File: config.mk
export PLATFORM = sky130hd
export DESIGN_NAME = write_channels_slave
export DESIGN_NICKNAME = d
export VERILOG_FILES = /design/src/rtl/write_channels_slave_pkg.sv /design/src/rtl/write_channels_slave_line_assembler.sv /design/src/rtl/write_channels_slave.sv
export SDC_FILE = /design/constraint.sdc
export NUM_CORES = 1
export LEC_CHECK = 0
export ABC_AREA = 1
export CORE_ASPECT_RATIO = 1.25
export CORE_MARGIN = 2
export CORE_UTILIZATION = 50
export CTS_BUF_LIST = sky130_fd_sc_hd__clkbuf_2
export CTS_CLUSTER_SIZE = 12
export DETAILED_ROUTE_END_ITERATION = 10
export PLACE_DENSITY = 0.89
export SYNTH_ARGS = -nofsm -noshare
export SYNTH_HDL_FRONTEND = slang
export SYNTH_HIERARCHICAL = 1
export SYNTH_SLANG_ARGS = --single-unit
File: constraint.sdc
create_clock -name clk -period 5.4 [get_ports clk]
set_clock_uncertainty 0.2 [all_clocks]
set_input_delay 0.81 -clock clk [delete_from_list [all_inputs] [get_ports clk]]
set_output_delay 0.81 -clock clk [all_outputs]
set_load 0.005 [all_outputs]
File: src/rtl/write_channels_slave_pkg.sv
// Shared widths and FSM encoding for the write-channel responder.
//   ADDR_W/ID_W   : address and transaction id widths
//   DATA_W/BEATS  : W beat width and beats per line
//   LINE_W/MASK_W : assembled line width and its byte-mask width
//   state_t       : responder FSM state encoding
package write_channels_slave_pkg;

  localparam int unsigned ADDR_W      = 32;
  localparam int unsigned ID_W        = 4;
  localparam int unsigned DATA_W      = 32;
  localparam int unsigned BEATS       = 4;
  localparam int unsigned LINE_W      = DATA_W * BEATS;
  localparam int unsigned MASK_W      = LINE_W / 8;
  localparam int unsigned SLOT_MASK_W = DATA_W / 8;
  localparam int unsigned CNT_W       = $clog2(BEATS) + 1;
  localparam int unsigned LINE_OFS_W  = $clog2(MASK_W);

  typedef enum logic [2:0] {
    S_IDLE  = 3'd0,
    S_DATA  = 3'd1,
    S_LINE  = 3'd2,
    S_DRAIN = 3'd3,
    S_RESP  = 3'd4
  } state_t;

endpackage

File: src/rtl/write_channels_slave_line_assembler.sv
// Collects W beats into one line and tracks which bytes were written.
//   clk, rst : clock and synchronous active-high reset
//   clear    : start a new line (data 0, all bytes masked, count 0)
//   wr_en    : accepted beat; ignored once the line is full
//   wdata    : beat data, placed in slot cnt
//   cnt      : beats captured so far, saturates at BEATS
//   line     : assembled line, beat n at bits [DATA_W*n +: DATA_W]
//   mask     : byte mask, 1 = byte not written
module write_channels_slave_line_assembler
  import write_channels_slave_pkg::*;
(
  input  logic              clk,
  input  logic              rst,
  input  logic              clear,
  input  logic              wr_en,
  input  logic [DATA_W-1:0] wdata,
  output logic [CNT_W-1:0]  cnt,
  output logic [LINE_W-1:0] line,
  output logic [MASK_W-1:0] mask
);

  // Slot write and byte-mask clear; the guard keeps the counter from wrapping
  always_ff @(posedge clk) begin
    if (rst || clear) begin
      cnt  <= '0;
      line <= '0;
      mask <= '1;
    end else if (wr_en && (cnt < CNT_W'(BEATS))) begin
      for (int unsigned i = 0; i < BEATS; i++) begin
        if (cnt == CNT_W'(i)) begin
          line[i*DATA_W +: DATA_W]           <= wdata;
          mask[i*SLOT_MASK_W +: SLOT_MASK_W] <= '0;
        end
      end
      cnt <= cnt + CNT_W'(1);
    end
  end

endmodule

File: src/rtl/write_channels_slave.sv
// AW/W/B subordinate: takes one address, gathers a line of W beats, writes
// it on the line-write port, then answers on B. One transaction in flight.
//   clk, rst                      : clock, synchronous active-high reset
//   awvalid/awready/awid/awaddr/awatop : write address channel
//   wvalid/wready/wdata/wlast     : write data channel
//   bvalid/bready/bid/bcomp       : write response (bcomp 1 = OK)
//   lw_valid/lw_ready/lw_addr/lw_data/lw_mask : line write toward memory
module write_channels_slave
  import write_channels_slave_pkg::*;
(
  input  logic              clk,
  input  logic              rst,
  input  logic              awvalid,
  output logic              awready,
  input  logic [ID_W-1:0]   awid,
  input  logic [ADDR_W-1:0] awaddr,
  input  logic [5:0]        awatop,
  input  logic              wvalid,
  output logic              wready,
  input  logic [DATA_W-1:0] wdata,
  input  logic              wlast,
  output logic              bvalid,
  input  logic              bready,
  output logic [ID_W-1:0]   bid,
  output logic              bcomp,
  output logic              lw_valid,
  input  logic              lw_ready,
  output logic [ADDR_W-1:0] lw_addr,
  output logic [LINE_W-1:0] lw_data,
  output logic [MASK_W-1:0] lw_mask
);

  state_t           state_q;
  state_t           state_d;
  logic             aw_hs;
  logic             w_hs;
  logic             lw_hs;
  logic             b_hs;
  logic             atop_err_q;
  logic             ovf_err_q;
  logic [CNT_W-1:0] cnt;
  logic             last_slot;
  logic             awready_d;
  logic             wready_d;
  logic             lw_valid_d;
  logic             bvalid_d;
  logic             bcomp_d;

  assign aw_hs     = awvalid & awready;
  assign w_hs      = wvalid & wready;
  assign lw_hs     = lw_valid & lw_ready;
  assign b_hs      = bvalid & bready;
  assign last_slot = (cnt == CNT_W'(BEATS - 1));

  write_channels_slave_line_assembler u_line (
    .clk   (clk),
    .rst   (rst),
    .clear (aw_hs),
    .wr_en (w_hs && (state_q == S_DATA)),
    .wdata (wdata),
    .cnt   (cnt),
    .line  (lw_data),
    .mask  (lw_mask)
  );

  // State register
  always_ff @(posedge clk) begin
    if (rst) state_q <= S_IDLE;
    else     state_q <= state_d;
  end

  // Next-state logic
  always_comb begin
    state_d = state_q;
    unique case (state_q)
      S_IDLE:  if (aw_hs) state_d = S_DATA;
      S_DATA: begin
        if (w_hs) begin
          if (wlast)          state_d = atop_err_q ? S_RESP : S_LINE;
          else if (last_slot) state_d = S_DRAIN;
        end
      end
      S_DRAIN: if (w_hs && wlast) state_d = S_RESP;
      S_LINE:  if (lw_hs) state_d = S_RESP;
      S_RESP:  if (b_hs) state_d = S_IDLE;
      default: state_d = S_IDLE;
    endcase
  end

  // Output decode from the next state so the handshake outputs are flops
  always_comb begin
    awready_d  = (state_d == S_IDLE);
    wready_d   = (state_d == S_DATA) || (state_d == S_DRAIN);
    lw_valid_d = (state_d == S_LINE);
    bvalid_d   = (state_d == S_RESP);
    bcomp_d    = bcomp;
    // Status is fixed on entry to RESP and held until the response leaves
    if ((state_d == S_RESP) && (state_q != S_RESP)) begin
      bcomp_d = ~atop_err_q & ~ovf_err_q;
    end
  end

  // Output and transaction-context registers
  always_ff @(posedge clk) begin
    if (rst) begin
      awready    <= 1'b1;
      wready     <= 1'b0;
      lw_valid   <= 1'b0;
      bvalid     <= 1'b0;
      bcomp      <= 1'b0;
      bid        <= '0;
      lw_addr    <= '0;
      atop_err_q <= 1'b0;
      ovf_err_q  <= 1'b0;
    end else begin
      awready  <= awready_d;
      wready   <= wready_d;
      lw_valid <= lw_valid_d;
      bvalid   <= bvalid_d;
      bcomp    <= bcomp_d;
      if (aw_hs) begin
        bid        <= awid;
        lw_addr    <= {awaddr[ADDR_W-1:LINE_OFS_W], LINE_OFS_W'(0)};
        atop_err_q <= (awatop != 6'd0);
        ovf_err_q  <= 1'b0;
      end else if ((state_q == S_DATA) && (state_d == S_DRAIN)) begin
        ovf_err_q <= 1'b1;
      end
    end
  end

endmodule

==> impl_metrics.toml <==
[sta]
worst_slew_pin_slew_ns = 0.7154
worst_slack_ns = 2.636
fmax_mhz = 361.8
period_share = 0.5119
rsz0062_at_grt = "no"
finalCriticalPeriod_ns = 2.764
setup_viol_count_final = 0
final-max-slew-violation-count = 0
finalSetupTns_ns = 0
hold_viol = 0
relSlewSlack = 0.5231

[critical_path]
path_class = "register to output port"
cp.depth = 1
worstPathRequired_ns = 4.39
cp-start-kind = "register"
path_delay_family = "buffers and inverters"
cp.arrival_ns = 1.75
critPathMaxStageDelay_ns = 0.54
crit_path_end_kind = "output port"
crit_end = "lw_mask[9]"
crit_fanout = 5
critPathSlowestCell = "clkdlybuf4s50_1"
cp-startpoint = "u_line/mask[10]"
crit_path_cell_trace = "clkdlybuf4s50_1"
r2r_start = "state_q[0]"
r2r_end = "u_line/line[57]"
reg2reg_slack_ns = 2.98
r2r_cells = 8
path_buf_inv = 1

[synthesis]
synth_seq_cells = 177
yosys.area.top_type = "dfxtp_1"
ys_top_cells_by_area = "dfxtp_1 (49%), nor2_1 (17%), nand2_1 (15%), inv_1 (7.0%), buf_4 (2.2%)"
avgSynthCellArea_um2 = 6.753
netlist_area_um2 = 7259
synth_top_area_frac = 0.4881
yosysSeqAreaShare = 0.4881
yosys_warnings = 6
synth_cell_type_count = 26
synth_cells = 1075

[global_routing]
grt_max_degree = 76
overflow = 0
grtUsageTotal = 0.2339
antenna_found_initial = 0
grt_pass1_vias = 6250
grt_pass1_wl_mm = 29.66

[detailed_routing]
dr.pass1.iters = 5
route.antenna.remaining_nets = 0
drtIter0Drc = 548
vias = 6953
routed_wl_mm = 18.53
routedWlPerCell_um = 12.48
drcViolationCount = 0
avgViaCountPerCell = 4.682

[clock_tree]
cts_made_buffers = 17
cts_resized = 0
clk_path_buf_depth = 2
clk_pin_slew_worst_paths_ns = 0.23
cts_sinks = 177
tritoncts = "done"
hold_buffers = 0
clock_latency_ns = 0.73
htree_levels = 4
postCtsSetupBuffers = 0
clock-root-buffer = "clkbuf_2"

[floorplan]
boundaryPins = 266
rows = 49
fp.coreArea_um2 = 14290
fp.dieW_um = 111.8
start_util = 0.5082
dieArea_um2 = 15500
die_y_um = 138.7

[pwr]
power-per-cell-area_nw_per_um2 = 228.8
p_leak_nw = 4.852
vdd_ir_drop_max_mv = 0.1627

[final_layout]
final_common_cell = "nor2_1"
syn_to_final_growth_pct = 37.11
layout_common_cells = "nor2_1 (335), nand2_1 (281), clkdlybuf4s50_1 (257)"
final_nets = 1380
n_antenna_cell = 0
drive_gt1_frac = 0.04591

[min_path]
min_path_type = "register to register"
hp-start = "ovf_err_q"

[placement]
pre_cts_slack_ns = 2.129
hpwl_mm = 13.00
globalplace.congestion = 0.8300
port-buffer-count = 257

[job]
max_cap_viol_count = 0

[outcome]
status = "finished clean"
[where the power goes]
group	switching, mW	total [mW]	internal [mW]	leakage [nW]
combinational	0.125	0.254	0.129	3.27
clock	0.454	0.664	0.210	0.143
sequential	0.0181	1.36	1.34	1.43
total	0.597	2.28	1.68	4.85
[cell type report]
type	count	area [um^2]
Fill cell	1159	4332
Inverter	143	536.8
Clock inverter	15	140.1
Clock buffer	17	85.08
Tap cell	178	222.7
Multi-Input combinational cell	690	2780
Sequential cell	177	3543
Timing Repair Buffer	265	2645
[cells in the mapped netlist]
master and n:
buf_4 21, clkbuf_1 10, nand4_1 1, buf_6 8
inv_2 7, o21ai_0 31, nand3_2 2, nor2_1 335
nand2_2 4, ha_1 5, o21ai_1 6, a21oi_2 1
conb_1 1, nor4_1 2, dfxtp_1 177, nand2_1 281
o21a_1 1, a21oi_1 3, nor2_2 1, nor3_1 1
inv_1 136, nand3b_1 1, nor3_2 2, buf_2 29
nor2_4 1, nand3_1 8
[per-layer routing]
metal | routed length, um | up-vias | part of all wire | GRT usage
met5 | 0 | - | 0 | 0
met3 | 1391 | 41 | 0.075 | 0.06294
met4 | 546 | 0 | 0.029 | 0.1098
met2 | 9145 | 274 | 0.49 | 0.4000
li1 | - | 3539 | - | -
met1 | 7450 | 3099 | 0.40 | 0.2715
[worst reg2reg max path, stage by stage (launching register included)]
cell and delay (ns):
dfxtp_1 0.44, inv_2 0.09, nor4_1 0.23, buf_4 0.20, nand3_2 0.45, buf_4 0.48
nand2_1 0.12, nand2_1 0.05, nor2_1 0.10
[registers in the layout, summed over array words and instances (netlist names), 3 cells and up]
| register | flops |
|---|---|
| u_line/cnt | 3 |
| u_line/mask | 4 |
| u_line/line | 128 |
| state_q | 3 |
| lw_addr | 28 |
| bid | 4 |
[how the worst min path moves through the flow]
stage | end | slack, ns | cells after the start
finish | ovf_err_q | 0.26 | 2
global route | bcomp | 0.30 | 2
CTS | ovf_err_q | 0.27 | 2
detailed placement | bcomp | 0.24 | 2
global placement | bcomp | 0.23 | 2
floorplan | ovf_err_q | 0.23 | 2
[through the flow]
| step | utilization | instance area [um^2] | hold WS (ns) | instances | total power, mW |
|---|---|---|---|---|---|
| 6_report | 0.6968 | 9953 | 0.2642 | 1485 | 2.278 |
| 5_1_grt | 0.6968 | 9953 | 0.3049 | 1485 | 2.385 |
| 4_1_cts | 0.6968 | 9953 | 0.2686 | 1485 | 2.307 |
| 3_5_place_dp | 0.6810 | 9728 | 0.2410 | 1453 | 1.639 |
| 3_3_place_gp | 0.6810 | 9728 | 0.2338 | 1453 | 1.634 |
| 2_1_floorplan | - | 7271 | 0.2262 | 1078 | 1.491 |
[cells by family (layout without fill, tap and decap cells)]
family                     after synthesis  count (layout)  synth area share
buffers and inverters                  211             440            0.1332
and+or+nand+nor                        639             639            0.3397
AOI/OAI and AO/OA                       42              42           0.02982
adders and majority gates                5               5          0.008618
DFF                                    177             177            0.4881
other                                    1               4         0.0005166
(Power assumes the default switching activity.)
